==> src/rtl/serial_subtractor.sv <==
// Bit-serial subtractor: diff = a - b - bin, LSB first, one bit per clock,
// using one full-subtractor cell with a registered borrow loop.
module serial_subtractor #(
  parameter int WIDTH = 8
) (
  input  logic             clk,
  input  logic             rst_n,
  input  logic             start,
  input  logic [WIDTH-1:0] a,
  input  logic [WIDTH-1:0] b,
  input  logic             bin,
  output logic             busy,
  output logic             done,
  output logic [WIDTH-1:0] diff,
  output logic             borrow_out
);

  localparam int CW = $clog2(WIDTH + 1);
  localparam logic [CW-1:0] LAST = CW'(WIDTH - 1);

  typedef enum logic [1:0] {IDLE, SHIFT, DONE} state_t;

  state_t           state, state_nx;
  logic [WIDTH-1:0] a_sh, b_sh, diff_nx;
  logic [CW-1:0]    cnt;
  logic             brw;
  logic             x, y, cell_d, cell_b, last, accept;

  // Full-subtractor cell and shift/accept decode
  always_comb begin
    x       = a_sh[0];
    y       = b_sh[0];
    cell_d  = x ^ y ^ brw;
    cell_b  = (~x & y) | (~(x ^ y) & brw);
    diff_nx = WIDTH'({cell_d, diff} >> 1);
    last    = (cnt == LAST);
    accept  = start && ((state == IDLE) || (state == DONE));
  end

  always_comb begin
    state_nx = state;
    case (state)
      IDLE:    if (start) state_nx = SHIFT;
      SHIFT:   if (last) state_nx = DONE;
      DONE:    state_nx = start ? SHIFT : IDLE;
      default: state_nx = IDLE;
    endcase
  end

  always_ff @(posedge clk or negedge rst_n) begin
    if (!rst_n) begin
      state <= IDLE;
      busy  <= 1'b0;
      done  <= 1'b0;
    end else begin
      state <= state_nx;
      busy  <= (state_nx == SHIFT);
      done  <= (state_nx == DONE);
    end
  end

  // Operands are captured on accept so later input changes cannot disturb the run
  always_ff @(posedge clk or negedge rst_n) begin
    if (!rst_n) begin
      a_sh       <= '0;
      b_sh       <= '0;
      brw        <= 1'b0;
      cnt        <= '0;
      diff       <= '0;
      borrow_out <= 1'b0;
    end else if (accept) begin
      a_sh       <= a;
      b_sh       <= b;
      brw        <= bin;
      cnt        <= '0;
      diff       <= '0;
      borrow_out <= 1'b0;
    end else if (state == SHIFT) begin
      a_sh <= a_sh >> 1;
      b_sh <= b_sh >> 1;
      brw  <= cell_b;
      cnt  <= cnt + CW'(1);
      diff <= diff_nx;
      if (last) borrow_out <= cell_b;
    end
  end

endmodule

==> config.mk <==
export PLATFORM = sky130hd
export DESIGN_NAME = serial_subtractor
export DESIGN_NICKNAME = d
export VERILOG_FILES = /design/src/rtl/serial_subtractor.sv
export SDC_FILE = /design/constraint.sdc
export NUM_CORES = 1
export LEC_CHECK = 0
export ABC_AREA = 1
export ABC_CLOCK_PERIOD_IN_PS = 1300
export CORE_MARGIN = 3
export CORE_UTILIZATION = 45
export CTS_CLUSTER_DIAMETER = 30
export DETAILED_ROUTE_END_ITERATION = 10
export PLACE_DENSITY_LB_ADDON = 0.12
export SLEW_MARGIN = 10
export SYNTH_ARGS = -nofsm -noshare
export SYNTH_HDL_FRONTEND = slang
export SYNTH_SLANG_ARGS = --single-unit
==> constraint.sdc <==
create_clock -name clk -period 1.3 [get_ports clk]
set_clock_uncertainty 0.15 [all_clocks]
set_input_delay 0.26 -clock clk [delete_from_list [all_inputs] [get_ports clk]]
set_output_delay 0.26 -clock clk [all_outputs]
set_load 0.005 [all_outputs]
==> metrics, run 1 <==
number of diodes=0; gr ovfl total=0; CTS max path bufs=2; Critical Path End Type=flop; Fin Setup TNS=-0.00705 ns; Yosys warning total=0; Mapped Area=1560 µm²; Worst Path Required=1.42 ns; sequential power share=0.383; Die Y=64.9 µm; Final Setup Violations=1; Pint=2.71 mW; WS Path Type=reg2reg; Final #Nets=262; Final period util=1.01; DRC errors left=0; CP cell instances=fa_2 > nand2_1 > o21ai_1; clock sinks=34; final antenna-violating net count=0; first-pass GRT wire length=6180 µm; largest net degree at the start of global routing=35; Reg clk slew, reported paths=0.11 ns; Root Driver=clkbuf_4; failing checks=negative setup slack; DR pass1 iterations=4; final-report hold violation count=0; power per cell area=2180 nW/µm²; Rows=20; Worst Path Arrival=1.42 ns; post-synth cell types=20; post-synthesis sequential area ratio=0.545; drt first-iter violations=84; DIE WIDTH=64.9 µm; Mapped Cells=193; number of synthesized flops with an enable pin=0; H-tree depth=2; total CTS buffers=5; number of global-route vias before repair=1,372; Least-Margin Pin Slew=0.201 ns; met2 WL=1740 µm; I/O pins=31; Hold Path Class=in2async; wl on met1=1500 µm; Slowest-stage cell, CP=fa_2; Post-synth ARST share=1.00; Synth-to-Final Area Change=32.4%; vias=1,337; CTS tree=built; DP HPWL=2460 µm; Final GP Congestion=0.829; CP max FO=2; unrepaired setup endpoints after global routing=yes; Comb pwr share=0.482; Critical Path Start Type=flop; #FFs+latches synth=34; IO buf count=30; fmax=0.765 GHz; GRT Overall Usage=0.194; layout cells sized above 1=0.207; status=finished with violations; Top delay family on crit path=adder cells; Worst slew margin=0.866; starting density of the core=0.491; switching share of power=0.400; worst path buffer plus inverter count=0; via-per-instance ratio=4.69; wire length per cell=12.3 µm; initial antenna violation count=0; Primary FF master, synth=dfrtp_1; CP peak stage delay=0.56 ns; max layer used=met4; worst-skew pair later-pin latency=0.34 ns; Leak=1.12 nW; PnR worst setup slack=-0.00705 ns; non-filler cells, final=285; core area=3180 µm²; Final Routed Wirelength=3510 µm; Clock Power Share=0.135; min cycle time layout=1.31 ns; syn_area_per_cell=8.08 µm²; worst reg2reg setup slack=-0.007 ns; VDD IR max=0.00113 V; total net switching power=1.80 mW; Final Slew Violations=0; dpl cells=274; max cap viols=0; die area=4210 µm²; met3 WL post-DR=217 µm; Post-Synthesis Net Count=215
==> kinds of logic after synthesis <==
family | share of synthesized area
AOI/OAI and AO/OA | 0.0465
adders and majority gates | 0.0208
buffers and inverters | 0.0882
DFF | 0.545
and+or+nand+nor | 0.299
==> path summary, 6_finish.rpt <==
| check | start | to | depth (start not counted) |
|---|---|---|---|
| setup / recovery | a_sh[0] | diff[7] | 3 |
| hold / removal | rst_n | done | 2 |
| setup reg to reg | a_sh[0] | diff[7] | 3 |
| hold reg to reg | a_sh[7] | a_sh[7] | 2 |
| max in group asynchronous | rst_n | a_sh[4] | 2 |
| min in group clk | b[7] | b_sh[7] | 3 |
==> stage by stage <==
step                hold slack [ns]   util  power [mW]  setup WS, ns  area (µm²)
finish                        0.119  0.650        4.51      -0.00705        2070
global route                  0.120  0.650        4.98       -0.0822        2070
CTS                           0.121  0.635        4.38      -0.00511        2020
detailed placement            0.311  0.630        3.86        -0.258        2000
global placement              0.306  0.630        3.76        -0.246        2000
floorplan                    -0.186      -        2.99        0.0603        1560
==> synth_stat cells, types with 2 or more instances <==
cell type | number | area (µm²)
nand2_1 | 100 | 375
buf_4 | 3 | 22.5
nor2_1 | 4 | 15.0
nand2_4 | 2 | 22.5
buf_6 | 2 | 22.5
dfrtp_1 | 34 | 851
o22ai_1 | 6 | 37.5
nand3_1 | 6 | 30.0
inv_2 | 2 | 7.51
o21ai_0 | 5 | 25.0
inv_1 | 20 | 75.1
==> cell usage in the layout (no fill, tap or decap), types with 3 or more instances in the layout <==
master / Yosys / layout
buf_12: 0 / 3
buf_2: 0 / 11
buf_4: 3 / 11
clkbuf_4: 0 / 5
clkdlybuf4s50_1: 0 / 19
dfrtp_1: 34 / 34
inv_1: 20 / 17
inv_2: 2 / 5
nand2_1: 100 / 97
nand2_2: 1 / 4
nand3_1: 6 / 6
nor2_1: 4 / 3
o21ai_0: 5 / 4
o22ai_1: 6 / 6
==> what timing repair did <==
action / in CTS / in global routing
pin swaps: 3 / 3
hold buffers: 0 / 0
buffers inserted: 1 / 2
setup endpoints to repair: 18 / 26
gates cloned: 0 / 0
resized for setup: 46 / 12
==> per-layer routing <==
metal,global-route usage,vias up
met5,0,-
met4,0.0923,0
met3,0.0555,6
met2,0.307,30
met1,0.244,624
li1,-,677
==> registers in the layout, summed over array words and instances (netlist names) <==
register	flops
a_sh	8
b_sh	8
borrow_out	1
brw	1
busy	1
cnt	4
diff	8
done	1
state	2
==> cell type report <==
| class | instances | area (µm²) |
|---|---|---|
| clock inverter | 1 | 5.00 |
| fill | 285 | 1110 |
| sequential | 34 | 851 |
| clock buffer | 7 | 55.1 |
| multi-input combinational | 130 | 598 |
| timing repair buffer | 46 | 410 |
| inverter | 23 | 91.3 |
| tap | 44 | 55.1 |
==> power groups by stage <==
stage | sequential, mW | clock (mW) | combinational [mW]
2_1_floorplan | 1.72 | 0 | 1.27
3_3_place_gp | 1.73 | 0 | 2.03
3_5_place_dp | 1.75 | 0 | 2.11
4_1_cts | 1.72 | 0.623 | 2.03
5_1_grt | 1.77 | 0.687 | 2.52
6_report | 1.73 | 0.609 | 2.18
Note: power is estimated with default switching activity, not from simulation.
==> run 2: changes to the inputs <==
--- a/config.mk
+++ b/config.mk
@@ -7,10 +7,11 @@
 export LEC_CHECK = 0
 export ABC_AREA = 1
 export ABC_CLOCK_PERIOD_IN_PS = 1300
-export CORE_MARGIN = 3
+export CORE_MARGIN = 5
 export CORE_UTILIZATION = 45
 export CTS_CLUSTER_DIAMETER = 30
 export DETAILED_ROUTE_END_ITERATION = 10
+export GPL_TIMING_DRIVEN = 0
 export PLACE_DENSITY_LB_ADDON = 0.12
 export SLEW_MARGIN = 10
 export SYNTH_ARGS = -nofsm -noshare
==> metrics, run 2 (same netlist as run 1, synthesis figures left out) <==
total power=4.77 mW (+5.8%); Die Y=68.9 µm (+6.2%); power per cell area=2220 nW/µm² (+1.6%); Slowest-stage cell, CP=dfrtp_1; Least-Margin Pin Slew=0.460 ns (+0.259 ns); Final Routed Wirelength=3810 µm (+8.7%); Final Setup Violations=12 (+11); biggest regs=a_sh: 8 flops, b_sh: 8 flops, diff: 8 flops; unrepaired setup endpoints after global routing=yes; most frequent cells in the layout=88 x nand2_1, 34 x dfrtp_1, 18 x inv_1, 18 x clkdlybuf4s50_1, 12 x nand2_2; Critical Path End Type=flop; Root Driver=clkbuf_4; cell mode on critical path=nand2_2; Post-DP Area=1910 µm² (-4.4%); worst path buffer plus inverter count=2 (+2); IO buf count=30 (unchanged); GRT Overall Usage=0.188 (-0.00577); vias=1,379 (+3.1%); core area=3340 µm² (+5.0%); DIE WIDTH=68.9 µm (+6.2%); wl on met1=1580 µm (+5.1%); Final #Nets=266 (+1.5%); max layer used=met4; final-report hold violation count=0 (unchanged); gr ovfl total=0 (unchanged); Rows=21 (+5.0%); I/O pins=31 (unchanged); H-tree depth=2 (unchanged); Final Slew Violations=0 (unchanged); Final period util=1.03 (+0.0227); status=finished with violations; failing checks=negative setup slack; drt first-iter violations=85 (+1.2%); fmax=0.748 GHz (-2.2%); Fin Hold WS=0.265 ns (+0.146 ns); met3 WL post-DR=252 µm (+16%); layout cells sized above 1=0.261 (+0.0538); Top delay family on crit path=flip-flops; starting density of the core=0.468 (-0.0234); number of global-route vias before repair=1,451 (+5.8%); clock sinks=34 (unchanged); number of diodes=0 (unchanged); non-filler cells, final=291 (+2.1%); DP HPWL=2440 µm (-0.81%); CP cell instances=buf_6 > nor2_4 > buf_6 > nand2_2 > nand2_2 > nand2_2 > nand2_1; Final GP Congestion=0.752 (-9.3%); R2R Path Start=state[0]; Leak=1.17 nW (+3.8%); Reg clk slew, reported paths=0.11 ns (about the same); min cycle time layout=1.34 ns (+0.0295 ns); CTS tree=built; final instance area=2150 µm² (+4.1%); total CTS buffers=5 (unchanged); largest net degree at the start of global routing=35 (unchanged); Critical Path Start Type=flop; final antenna-violating net count=0 (unchanged); initial antenna violation count=0 (unchanged); CP max FO=5 (+3); Worst slew margin=0.693 (-0.172); Worst Path Arrival=1.47 ns (+0.05 ns); fill count=301 (+5.6%); Worst Path Required=1.43 ns (about the same); CP peak stage delay=0.43 ns (-0.13 ns); met2 WL=1900 µm (+9.3%); Synth-to-Final Area Change=37.9%; Setup WS pre-CTS=-0.496 ns (-0.239 ns); commonest non-fill, non-tap cell in the layout=nand2_1; dpl cells=269 (-1.8%); DR pass1 iterations=4 (unchanged); max cap viols=0 (unchanged); wire length per cell=13.1 µm (+6.5%); via-per-instance ratio=4.74 (+1.0%); worst-skew pair later-pin latency=0.34 ns (about the same); CTS max path bufs=2 (unchanged); Hold Path Class=in2async; WS Path Type=reg2reg; CP Launch Point=state[0]; PnR worst setup slack=-0.0366 ns (-0.0295 ns); die area=4750 µm² (+13%); DRC errors left=0 (unchanged); first-pass GRT wire length=6410 µm (+3.8%); VDD IR max=0.00101 V (-10%)
==> run 2: cell types whose count changed in the layout (fill, tap and decap cells not counted), sizes merged <==
cell | previous run | this run
clkinv | 1 | 0
clkdlybuf4s50 | 19 | 18
clkbuf | 7 | 12
dlygate4sd3 | 0 | 1
==> run 2: layout make-up <==
type,instances,area [µm²],share of cell area
Sequential cell,34,851,0.396
Multi-Input combinational cell,130,628,0.292
Timing Repair Buffer,44,379,0.176
Inverter,23,88.8,0.0413
Clock buffer,8,78.8,0.0366
Buffer,6,67.6,0.0314
Tap cell,46,57.6,0.0268
==> run 2: repair_timing <==
action | CTS | global route
setup endpoints to repair | 37 | 48
gates resized for setup | 53 | 24
cloned | 1 | 1
endpoints found under the hold margin | 34 | 0
hold buffers | 1 | 0
buffers inserted | 9 | 2
pin swaps | 3 | 13
==> run 2: final timing paths <==
kind | endpoint | slack, ns | cells after the start
min reg2reg | b_sh[1] | 0.34 | 2
max | a_sh[5] | -0.04 | 7
max in group asynchronous | a_sh[3] | 0.41 | 2
max reg2reg | a_sh[5] | -0.04 | 7
min | busy | 0.26 | 2
min in group clk | a_sh[7] | 0.30 | 3
==> run 2: where the power goes <==
part | leakage [nW] | internal (mW) | switching [mW]
Clock | 0.0446 | 0.369 | 0.359
Combinational | 0.688 | 1.03 | 1.28
Sequential | 0.434 | 1.48 | 0.247
==> run 2: metal layers <==
layer | vias up | global-route usage
met4 | 0 | 0.0925
met3 | 10 | 0.0438
met5 | - | 0
li1 | 684 | -
met1 | 653 | 0.229
met2 | 32 | 0.313
==> run 2: stage by stage <==
stage,TNS (ns),util
4_1_cts,-0.103,0.616
6_report,-0.149,0.645
2_1_floorplan,0,-
3_3_place_gp,-39.39,0.575
3_5_place_dp,-10.92,0.573
5_1_grt,-1.55,0.645
==> run 2: worst register-to-register path: stages, from the launching register on <==
cell,delay (ns)
dfrtp_1,0.43
buf_6,0.14
nor2_4,0.18
buf_6,0.16
nand2_2,0.05
nand2_2,0.07
nand2_2,0.04
nand2_1,0.06
